==> src/rtl/ahb_arbiter_pkg.sv <==
// ahb_arbiter_pkg
//   Shared types for the AHB arbiter: AHB transfer/burst encodings, the
//   arbiter FSM state and a helper that maps hburst to its beat count.
//   Optional feature macro used by this block: AHB_ARB_TIMEOUT_EN.
package ahb_arbiter_pkg;

    typedef enum logic [1:0] {
        HT_IDLE   = 2'b00,
        HT_BUSY   = 2'b01,
        HT_NONSEQ = 2'b10,
        HT_SEQ    = 2'b11
    } htrans_t;

    typedef enum logic [2:0] {
        HB_SINGLE = 3'd0,
        HB_INCR   = 3'd1,
        HB_WRAP4  = 3'd2,
        HB_INCR4  = 3'd3,
        HB_WRAP8  = 3'd4,
        HB_INCR8  = 3'd5,
        HB_WRAP16 = 3'd6,
        HB_INCR16 = 3'd7
    } hburst_t;

    typedef enum logic [1:0] {
        ST_IDLE,
        ST_OWN,
        ST_BURST,
        ST_LOCK
    } arb_state_t;

    // Fixed-length bursts report their length; SINGLE and undefined-length
    // INCR report 1 so they never hold the bus.
    function automatic logic [4:0] burst_beats(input hburst_t b);
        case (b)
            HB_WRAP4,  HB_INCR4:  burst_beats = 5'd4;
            HB_WRAP8,  HB_INCR8:  burst_beats = 5'd8;
            HB_WRAP16, HB_INCR16: burst_beats = 5'd16;
            default:              burst_beats = 5'd1;
        endcase
    endfunction

endpackage

==> src/rtl/ahb_arbiter_if.sv <==
// ahb_arbiter_if
//   Arbitration bus between the masters and the arbiter.
//   master modport : drives hreq/hlock/prio/htrans/hburst/hready, sees grant
//   slave modport  : the arbiter side (consumes requests, drives
//                    hgrant/hmaster/hmastlock/hold_tout)
interface ahb_arbiter_if #(
    parameter int MAS_NUM  = 4,
    parameter int PRIORBIT = 2
);
    import ahb_arbiter_pkg::*;

    localparam int MW = $clog2(MAS_NUM);

    logic [MAS_NUM-1:0]          hreq;
    logic [MAS_NUM-1:0]          hlock;
    logic [MAS_NUM*PRIORBIT-1:0] prio;
    htrans_t                     htrans;
    hburst_t                     hburst;
    logic                        hready;
    logic [MAS_NUM-1:0]          hgrant;
    logic [MW-1:0]               hmaster;
    logic                        hmastlock;
    logic                        hold_tout;

    modport master (
        output hreq, hlock, prio, htrans, hburst, hready,
        input  hgrant, hmaster, hmastlock, hold_tout
    );

    modport slave (
        input  hreq, hlock, prio, htrans, hburst, hready,
        output hgrant, hmaster, hmastlock, hold_tout
    );

endinterface

==> src/rtl/ahb_arb_pick.sv <==
// ahb_arb_pick
//   Combinational winner selection.
//   req_i    : request vector          prio_i  : packed per-master priority
//   rr_ptr_i : last round-robin winner excl_i  : masters barred this round
//   winner_o : highest priority requester; ties go to the first one found
//              scanning upward from rr_ptr_i+1 (wrapping); DEF_MASTER if none.
module ahb_arb_pick #(
    parameter int MAS_NUM    = 4,
    parameter int PRIORBIT   = 2,
    parameter int DEF_MASTER = 0,
    localparam int IW        = $clog2(MAS_NUM)
) (
    input  logic [MAS_NUM-1:0]          req_i,
    input  logic [MAS_NUM*PRIORBIT-1:0] prio_i,
    input  logic [IW-1:0]               rr_ptr_i,
    input  logic [MAS_NUM-1:0]          excl_i,
    output logic [IW-1:0]               winner_o
);

    logic [PRIORBIT-1:0] pr [MAS_NUM];

    for (genvar i = 0; i < MAS_NUM; i++) begin : g_unpack
        assign pr[i] = prio_i[i*PRIORBIT +: PRIORBIT];
    end

    always_comb begin
        logic [MAS_NUM-1:0]  cand;
        logic                found;
        logic [PRIORBIT-1:0] best;
        logic [IW-1:0]       idx;
        cand     = req_i & ~excl_i;
        found    = 1'b0;
        best     = '0;
        idx      = '0;
        winner_o = IW'(DEF_MASTER);
        // Strict '>' keeps the earliest candidate in scan order on a tie,
        // which is what makes equal priorities rotate.
        for (int k = 1; k <= MAS_NUM; k++) begin
            idx = IW'((int'(rr_ptr_i) + k) % MAS_NUM);
            if (cand[idx] && (!found || pr[idx] > best)) begin
                found    = 1'b1;
                best     = pr[idx];
                winner_o = idx;
            end
        end
    end

endmodule

==> src/rtl/ahb_arbiter.sv <==
// ahb_arbiter
//   Shares one AHB bus among MAS_NUM masters. Priority pick with round-robin
//   among equals; grant is held through fixed-length bursts and locked
//   sequences. All outputs are registered and advance only when hready=1.
//   Ports: hclk, hreset (sync, active-high), bus (ahb_arbiter_if.slave).
//   Macro AHB_ARB_TIMEOUT_EN: builds hold_cnt and forces release of a
//   burst/lock owner after MAX_HOLD cycles of others waiting (hold_tout).
module ahb_arbiter
    import ahb_arbiter_pkg::*;
#(
    parameter int MAS_NUM    = 4,
    parameter int PRIORBIT   = 2,
    parameter int DEF_MASTER = 0,
    parameter int MAX_HOLD   = 64
) (
    input logic          hclk,
    input logic          hreset,
    ahb_arbiter_if.slave bus
);

    localparam int                 IW      = $clog2(MAS_NUM);
    localparam logic [MAS_NUM-1:0] DEF_GNT = MAS_NUM'(1) << DEF_MASTER;

    arb_state_t         state_q, state_d;
    logic [IW-1:0]      rr_ptr_q, rr_ptr_d;
    logic [3:0]         beat_cnt_q, beat_cnt_d;
    logic [MAS_NUM-1:0] hgrant_q, hgrant_d;
    logic [IW-1:0]      hmaster_q;
    logic               hmastlock_q;
    logic               hold_tout_d;
    logic               arb;
    logic               force_rel;
    logic [MAS_NUM-1:0] excl;
    logic [IW-1:0]      winner;
    logic [IW-1:0]      owner;

    ahb_arb_pick #(
        .MAS_NUM   (MAS_NUM),
        .PRIORBIT  (PRIORBIT),
        .DEF_MASTER(DEF_MASTER)
    ) u_pick (
        .req_i   (bus.hreq),
        .prio_i  (bus.prio),
        .rr_ptr_i(rr_ptr_q),
        .excl_i  (excl),
        .winner_o(winner)
    );

    // Grant owner index (the master that hmaster will follow next phase).
    always_comb begin
        owner = '0;
        for (int i = 0; i < MAS_NUM; i++)
            if (hgrant_q[i]) owner = IW'(i);
    end

`ifdef AHB_ARB_TIMEOUT_EN
    localparam int HW = $clog2(MAX_HOLD + 1);

    logic [HW-1:0] hold_cnt_q, hold_cnt_d;
    logic          hold_tout_q;

    assign force_rel = (hold_cnt_q == HW'(MAX_HOLD)) &&
                       (state_q == ST_LOCK || state_q == ST_BURST);

    // Saturating count of owner cycles with someone else waiting.
    always_comb begin
        hold_cnt_d = hold_cnt_q;
        if (hgrant_d != hgrant_q)
            hold_cnt_d = '0;
        else if (|(bus.hreq & ~hgrant_q) && hold_cnt_q != HW'(MAX_HOLD))
            hold_cnt_d = hold_cnt_q + 1'b1;
    end

    always_ff @(posedge hclk) begin
        if (hreset) begin
            hold_cnt_q  <= '0;
            hold_tout_q <= 1'b0;
        end else if (bus.hready) begin
            hold_cnt_q  <= hold_cnt_d;
            hold_tout_q <= hold_tout_d;
        end
    end

    assign bus.hold_tout = hold_tout_q;
`else
    logic unused_cfg;

    assign force_rel     = 1'b0;
    assign bus.hold_tout = 1'b0;
    assign unused_cfg    = (MAX_HOLD == 0) | hold_tout_d;
`endif

    always_comb begin
        state_d     = state_q;
        beat_cnt_d  = beat_cnt_q;
        arb         = 1'b0;
        excl        = '0;
        hold_tout_d = 1'b0;
        case (state_q)
            ST_IDLE: begin
                arb = 1'b1;
                if (|bus.hreq) state_d = ST_OWN;
            end
            ST_OWN: begin
                // A burst start pins the grant, so it wins over re-arbitration.
                if (bus.htrans == HT_NONSEQ && burst_beats(bus.hburst) > 5'd1) begin
                    state_d    = ST_BURST;
                    beat_cnt_d = 4'(burst_beats(bus.hburst) - 5'd1);
                end else if (bus.hlock[owner]) begin
                    state_d = ST_LOCK;
                end else begin
                    arb = 1'b1;
                    if (!(|bus.hreq)) state_d = ST_IDLE;
                end
            end
            ST_BURST: begin
                if (bus.htrans == HT_SEQ) begin
                    if (beat_cnt_q == '0) begin
                        state_d = ST_OWN;
                        arb     = 1'b1;
                    end else begin
                        beat_cnt_d = beat_cnt_q - 1'b1;
                    end
                end else if (bus.htrans != HT_BUSY) begin
                    // IDLE or NONSEQ mid-burst: burst was cut short.
                    beat_cnt_d = '0;
                    state_d    = ST_OWN;
                end
            end
            ST_LOCK: begin
                if (!bus.hlock[owner]) state_d = ST_OWN;
            end
            default: state_d = ST_IDLE;
        endcase
        if (force_rel) begin
            state_d     = ST_OWN;
            beat_cnt_d  = '0;
            arb         = 1'b1;
            excl        = hgrant_q;
            hold_tout_d = 1'b1;
        end
    end

    assign hgrant_d = arb ? (MAS_NUM'(1) << winner) : hgrant_q;
    assign rr_ptr_d = (arb && bus.hreq[winner]) ? winner : rr_ptr_q;

    always_ff @(posedge hclk) begin
        if (hreset) begin
            state_q     <= ST_IDLE;
            rr_ptr_q    <= IW'(DEF_MASTER);
            beat_cnt_q  <= '0;
            hgrant_q    <= DEF_GNT;
            hmaster_q   <= IW'(DEF_MASTER);
            hmastlock_q <= 1'b0;
        end else if (bus.hready) begin
            state_q     <= state_d;
            rr_ptr_q    <= rr_ptr_d;
            beat_cnt_q  <= beat_cnt_d;
            hgrant_q    <= hgrant_d;
            hmaster_q   <= owner;
            hmastlock_q <= bus.hlock[hmaster_q];
        end
    end

    assign bus.hgrant    = hgrant_q;
    assign bus.hmaster   = hmaster_q;
    assign bus.hmastlock = hmastlock_q;

endmodule
==> src/flat_wrapper.sv <==
// flat-port wrapper written by rule: the top's interface ports become plain ports
module ahb_arbiter_flat import ahb_arbiter_pkg::*;
#(
    parameter int MAS_NUM    = 4,
    parameter int PRIORBIT   = 2,
    parameter int DEF_MASTER = 0,
    parameter int MAX_HOLD   = 64
)
  (hclk, hreset, bus_hreq, bus_hlock, bus_prio, bus_htrans, bus_hburst, bus_hready, bus_hgrant, bus_hmaster, bus_hmastlock, bus_hold_tout);
  ahb_arbiter_if #(.MAS_NUM(MAS_NUM), .PRIORBIT(PRIORBIT)) bus_i ();
  input logic hclk;
  input logic hreset;
  input wire logic [$bits(bus_i.hreq)-1:0] bus_hreq;
  input wire logic [$bits(bus_i.hlock)-1:0] bus_hlock;
  input wire logic [$bits(bus_i.prio)-1:0] bus_prio;
  input wire logic [$bits(bus_i.htrans)-1:0] bus_htrans;
  input wire logic [$bits(bus_i.hburst)-1:0] bus_hburst;
  input wire logic [$bits(bus_i.hready)-1:0] bus_hready;
  output wire logic [$bits(bus_i.hgrant)-1:0] bus_hgrant;
  output wire logic [$bits(bus_i.hmaster)-1:0] bus_hmaster;
  output wire logic [$bits(bus_i.hmastlock)-1:0] bus_hmastlock;
  output wire logic [$bits(bus_i.hold_tout)-1:0] bus_hold_tout;
  assign bus_i.hreq = bus_hreq;
  assign bus_i.hlock = bus_hlock;
  assign bus_i.prio = bus_prio;
  assign bus_i.htrans = bus_htrans;
  assign bus_i.hburst = bus_hburst;
  assign bus_i.hready = bus_hready;
  assign bus_hgrant = bus_i.hgrant;
  assign bus_hmaster = bus_i.hmaster;
  assign bus_hmastlock = bus_i.hmastlock;
  assign bus_hold_tout = bus_i.hold_tout;
  ahb_arbiter #(.MAS_NUM(MAS_NUM), .PRIORBIT(PRIORBIT), .DEF_MASTER(DEF_MASTER), .MAX_HOLD(MAX_HOLD)) u_core (.hclk(hclk), .hreset(hreset), .bus(bus_i));
endmodule
==> config.mk <==
export PLATFORM = sky130hd
export DESIGN_NAME = ahb_arbiter_flat
export DESIGN_NICKNAME = d
export VERILOG_FILES = /design/src/rtl/ahb_arbiter_pkg.sv /design/src/rtl/ahb_arbiter_if.sv /design/src/rtl/ahb_arb_pick.sv /design/src/rtl/ahb_arbiter.sv /design/src/flat_wrapper.sv
export SDC_FILE = /design/constraint.sdc
export NUM_CORES = 1
export LEC_CHECK = 0
export CAP_MARGIN = 20
export CORE_AREA = 10 10 71 73
export CTS_BUF_LIST = sky130_fd_sc_hd__clkbuf_4
export DETAILED_ROUTE_END_ITERATION = 12
export DIE_AREA = 0 0 81 83
export PLACE_DENSITY = 0.73
export SETUP_SLACK_MARGIN = 0.02
export SLEW_MARGIN = 20
export SYNTH_ARGS = -nofsm -noshare
export SYNTH_HDL_FRONTEND = slang
export SYNTH_HIERARCHICAL = 1
export SYNTH_SLANG_ARGS = --single-unit
==> constraint.sdc <==
create_clock -name hclk -period 6.89 [get_ports hclk]
set_input_delay 1.378 -clock hclk [delete_from_list [all_inputs] [get_ports hclk]]
set_output_delay 1.378 -clock hclk [all_outputs]
set_load 0.01 [all_outputs]
==> impl_metrics.tcl, run 1 <==
set metrics [dict create \
    cpLargestDelayFamily "compound AO/OA/AOI/OAI gates" \
    start_kind "input pin" \
    fin_ws_ns 0.312 \
    cpPeakStageDelay_ns 0.50 \
    hold_viol_final 0 \
    max_slew_margin_pct 51.4 \
    clkLatencyLatePin_ns 0.30 \
    holdBufCountCts 0 \
    switching_share_pct 41.6 \
    p_per_area_nw_per_um2 247 \
    synth-edff-count 0 \
    drv_cap 0 \
    antenna_found_initial 0 \
    rr_worst_depth 25 \
    cpMaxStageDelayCell "mux4_2" \
    status "finished, final reports clean" \
    port_buffers 29 \
    initial_core_util_pct 49.2 \
    setup_viol 0 \
    ys_top_cells_by_count "20 x nor2_1, 15 x dfxtp_1, 13 x ha_1" \
    clock-root-buffer "clkbuf_4" \
    crit_type "in2reg" \
    cts_buffers 3 \
    power.switching_w 0.000238 \
    power.leakage_nw 0.914 \
    pre_cts_ws_ns -0.133 \
    grt_pass1_vias 1628 \
    area_growth_syn_to_layout_pct 29.4 \
    gp_congestion 0.843 \
    synthTopCellsByArea "dfxtp_1 17%, ha_1 9.1%, mux4_2 8.8%" \
    yosysMostFrequentCell "nor2_1" \
    r2r_setup_slack_ns 1.02 \
    die_w_um 81 \
    grt_pass1_wl_um 7360 \
    final_core_util_pct 63.6 \
    path_depth 26 \
    synth.yosys.seq_area_share_pct 16.8 \
    period_needed_ns 6.58 \
    placementRows 22 \
    syn_inst 206 \
    yosys.cell_types.count 56 \
    grt-ovfl-total 0 \
    synth_top_area_share_pct 16.8 \
    worst-path-buf-inv 1 \
    synth-seq-cells 15 \
    sequentialPowerShare_pct 21.9 \
    dominantRegCellSynth "dfxtp_1" \
    tns_ns 0 \
    core_area_um2 3630 \
    power_w 0.000571 \
    reg2reg_from "u_core/rr_ptr_q[0]" \
    post_cts.repair.setup_buffers 0 \
    ctsResizeCount 0 \
    dp_hpwl_um 3440 \
    hold_start "u_core/beat_cnt_q[3]" \
    cp-startpoint "bus_hreq[3]" \
    syn_area_um2 1790 \
    firstDrtPassIters 4 \
    final_max_slew_viol_count 0 \
    final_nets 299 \
    r2r_end "u_core/rr_ptr_q[0]" \
    endpoint "u_core/rr_ptr_q[0]" \
    avgViaCountPerCell 5.43 \
    p_clk_share_pct 9.3 \
    worst_ep_arrival_time_ns 6.80 \
    num_vias 1679 \
    clkSlewWorstSetupHoldPaths_ns 0.09 \
    worstMarginPinSlew_ns 0.729 \
    path_max_fanout 4 \
    htreeDepth 1 \
    yosysWarnings 6 \
    cts_tree "built" \
    pin_count 32 \
    cts_sinks 15 \
    post-route-period-util_pct 95.5 \
    worst_setup_path_end_kind "flop" \
    syn_avg_cell_area_um2 8.67 \
    hp-class "reg2reg" \
    drt-total-wl_um 4320 \
    grt_util_all_layers_pct 13.0 \
    ant_nets 0 \
    async_reset_ff_share_pct 0 \
    drt-wirelength-per-cell_um 14.0 \
    route.detailed.drc 0 \
    yosysTopAreaCell "dfxtp_1" \
    critPathMostFrequentCell "ha_1" \
    clk_path_buf_depth 2 \
    die_h_um 83 \
    grt_max_degree 19 \
    fin_skew_ns 0.00652 \
    combPwrFrac_pct 68.8 \
    rsz0062_at_grt "false" \
    p_int_w 0.000333 \
    fmax_mhz 152 \
    cp.required_ns 7.11 \
    min_path_cells 2 \
    drive_gt1_share_pct 19.2 \
    hold-worst-slack_ns 0.500 \
    ir_worst_vdd_uv 135 \
    drt_iter0_drc 73 \
    die_area_um2 6720 \
    diodes 0 \
]
per-stage QoR:
step           instance area (µm²)  instances
2_1_floorplan                 1830        217
3_3_place_gp                  2260        305
3_5_place_dp                  2260        305
4_1_cts                       2290        309
5_1_grt                       2310        309
6_report                      2310        309
power by group through the flow:
stage                     sequential [W]  combinational (W)  clock (W)
final                           0.000125           0.000393  0.0000532
after global routing            0.000128           0.000434  0.0000566
after CTS                       0.000125           0.000382  0.0000557
after detailed placement        0.000127           0.000379          0
after global placement          0.000126           0.000374          0
after floorplan                 0.000117           0.000270          0
layout by cell type, fill, tap and decap left out, types with 9 or more instances in the layout:
master | netlist | layout
a21oi_1 | 11 | 11
inv_1 | 10 | 10
nor2_1 | 20 | 20
conb_1 | 1 | 12
ha_1 | 13 | 13
buf_4 | 4 | 20
dfxtp_1 | 15 | 15
mux2i_1 | 9 | 9
o21ai_0 | 12 | 10
clkdlybuf4s50_1 | 0 | 29
how the worst min path moves through the flow:
stage | end
final | u_core/beat_cnt_q[3]
after CTS | u_core/beat_cnt_q[3]
after global routing | u_core/beat_cnt_q[3]
after detailed placement | u_core/bus.hmastlock
after global placement | u_core/bus.hmastlock
after floorplan | u_core/beat_cnt_q[3]
cells by family (layout without fill, tap and decap cells):
group / Yosys count / in the layout / share of synthesized area (%)
AND/OR/NAND/NOR: 70 / 70 / 22.9
multiplexers: 19 / 19 / 15.8
buffers and inverters: 19 / 63 / 5.67
other: 1 / 12 / 0.210
AO/OA/AOI/OAI: 69 / 69 / 29.6
flip-flops: 15 / 15 / 16.8
adder cells (fa/ha/maj): 13 / 13 / 9.10
area by class of cell:
class | instances | area, µm²
fill | 328 | 1320
clock inverter | 1 | 5.00
sequential | 15 | 300
tap | 48 | 60.1
timing repair buffer | 49 | 440
inverter | 10 | 37.5
clock buffer | 3 | 22.5
multi-input combinational | 183 | 1450
state kept, by name, indices dropped and copies added (netlist names):
signal and count:
u_core/beat_cnt_q 4, u_core/bus.hmastlock 1, u_core/rr_ptr_q 2, u_core/state_q 2
u_core/bus.hmaster 2, u_core/bus.hgrant 4
per-layer routing:
layer | share of wire (%) | track usage, %
met1 | 46 | 16.1
met2 | 50 | 21.9
met3 | 2.5 | 1.51
met4 | 1.2 | 4.69
met5 | 0 | 0
worst reg2reg max path, cell delays in order (launching register included):
cell       delay, ns
dfxtp_1         0.80
buf_4           0.34
mux4_2          0.32
nand2_1         0.10
ha_1            0.24
nor2b_1         0.14
o21ai_0         0.29
a21o_1          0.19
o22a_1          0.17
ha_1            0.25
nor2b_1         0.14
a2bb2oi_2       0.14
a41oi_2         0.18
or2_4           0.16
nor2_1          0.04
a21o_1          0.15
ha_1            0.28
nor2b_1         0.13
o21ai_1         0.15
o221ai_1        0.18
and2_1          0.23
a221oi_2        0.21
a31oi_1         0.10
mux4_2          0.50
a21bo_2         0.22
a21oi_1         0.14
Power figures use the tool's default switching activity.
==> run 2: changes to the inputs <==
Settings changed: MAX_ROUTING_LAYER from default to met4.
==> run 2 against run 1 <==
Combinational power about the same; worst setup slack did not move; die area stayed put; total power unchanged; sequential power hardly changed; largest power group unchanged.
==> impl_metrics.tcl, run 2 (synthesized netlist as in run 1, its figures left out) <==
set metrics [dict create \
    status "finished, final reports clean" \
    initial_core_util_pct 49.2 \
    setup_viol 0 \
    cts_tree "built" \
    drt_iter0_drc 73 \
    power.leakage_nw 0.914 \
    final_core_util_pct 63.6 \
    post-route-period-util_pct 95.5 \
    drv_cap 0 \
    max_slew_margin_pct 51.4 \
    worst_ep_arrival_time_ns 6.80 \
    area_growth_syn_to_layout_pct 29.4 \
    grt_max_degree 19 \
    clock-root-buffer "clkbuf_4" \
    drive_gt1_share_pct 19.2 \
    port_buffers 29 \
    core_area_um2 3630 \
    cts_sinks 15 \
    fmax_mhz 152 \
    diodes 0 \
    firstDrtPassIters 4 \
    p_per_area_nw_per_um2 247 \
    drt-total-wl_um 4320 \
    dp_hpwl_um 3440 \
    ant_nets 0 \
    htreeDepth 1 \
    cp.required_ns 7.11 \
    period_needed_ns 6.58 \
    cts_buffers 3 \
    start_kind "input pin" \
    layout.cells.most_common "clkdlybuf4s50_1" \
    clkLatencyLatePin_ns 0.30 \
    final_nets 299 \
    rsz0062_at_grt "false" \
    gp_congestion 0.856 \
    drt-wirelength-per-cell_um 14.0 \
    fin_skew_ns 0.00652 \
    placementRows 22 \
    crit_type "in2reg" \
    antenna_found_initial 0 \
    grt_util_all_layers_pct 13.3 \
    post_cts.repair.setup_buffers 0 \
    avgViaCountPerCell 5.43 \
    hp-class "reg2reg" \
    path_max_fanout 4 \
    worstMarginPinSlew_ns 0.729 \
    pin_count 32 \
    hold_viol_final 0 \
    power_w 0.000571 \
    layout_common_cells "29 x clkdlybuf4s50_1, 20 x nor2_1, 20 x buf_4" \
    grt_pass1_vias 1628 \
    die_area_um2 6720 \
    die_h_um 83 \
    clkSlewWorstSetupHoldPaths_ns 0.09 \
    grt-ovfl-total 0 \
    clk_path_buf_depth 2 \
    ir_worst_vdd_uv 135 \
    hold-worst-slack_ns 0.500 \
    grt_pass1_wl_um 7370 \
    worst_setup_path_end_kind "flop" \
    num_vias 1679 \
    route.detailed.drc 0 \
    final_max_slew_viol_count 0 \
    die_w_um 81 \
]
==> run 2: stage by stage <==
stage               setup slack, ns  cell area (µm²)  TNS [ns]  cells
global placement             -0.110             2260    -0.199    305
floorplan                     0.742             1830         0    217
finish                        0.312             2310         0    309
CTS                           0.150             2290         0    309
global route                 0.0456             2310         0    309
detailed placement           -0.133             2260    -0.230    305
==> run 2: repair_timing <==
| action | in CTS | in global routing |
|---|---|---|
| resized for setup | 0 | 5 |
| hold buffers | 0 | 0 |
| endpoints found under the setup margin | 0 | 2 |
==> run 2: final timing paths <==
| check | start | to | slack [ns] | cells past startpoint |
|---|---|---|---|---|
| max | bus_hreq[3] | u_core/rr_ptr_q[0] | 0.31 | 26 |
| min | u_core/beat_cnt_q[3] | u_core/beat_cnt_q[3] | 0.50 | 2 |
| max reg2reg | u_core/rr_ptr_q[0] | u_core/rr_ptr_q[0] | 1.02 | 25 |
| min reg2reg | u_core/beat_cnt_q[3] | u_core/beat_cnt_q[3] | 0.50 | 2 |
==> run 2: critical path, stage by stage <==
cell and delay [ns]:
clkdlybuf4s50_1 0.48, nor4bb_2 0.31, a21oi_2 0.09, o21ai_1 0.17
o311a_1 0.21, ha_1 0.23, nand2_1 0.08, o21ai_0 0.14
a21o_1 0.22, o22a_1 0.22, ha_1 0.31, nor2b_1 0.16
a2bb2oi_2 0.18, a41oi_2 0.06, or2_4 0.26, a21o_1 0.16
ha_1 0.28, nor2b_1 0.13, o21ai_1 0.15, o221ai_1 0.18
and2_1 0.23, a221oi_2 0.21, a31oi_1 0.10, mux4_2 0.50
a21bo_2 0.22, a21oi_1 0.14
==> run 2: area by class of cell <==
class / instances / area (µm²)
Multi-Input combinational cell: 183 / 1450
Clock inverter: 1 / 5.00
Clock buffer: 3 / 22.5
Tap cell: 48 / 60.1
Timing Repair Buffer: 49 / 440
Fill cell: 328 / 1320
Inverter: 10 / 37.5
Sequential cell: 15 / 300
==> run 2: power by group <==
group,switching (W),leakage [nW],internal [W]
combinational,0.000182,0.773,0.000211
clock,0.0000315,0.0177,0.0000217
sequential,0.0000241,0.123,0.000101
==> run 2: per-layer routing <==
layer / global-route usage, % / part of all wire, %
met3: 1.51 / 2.5
met1: 16.1 / 46
met2: 21.9 / 50
met4: 4.69 / 1.2
met5: - / 0
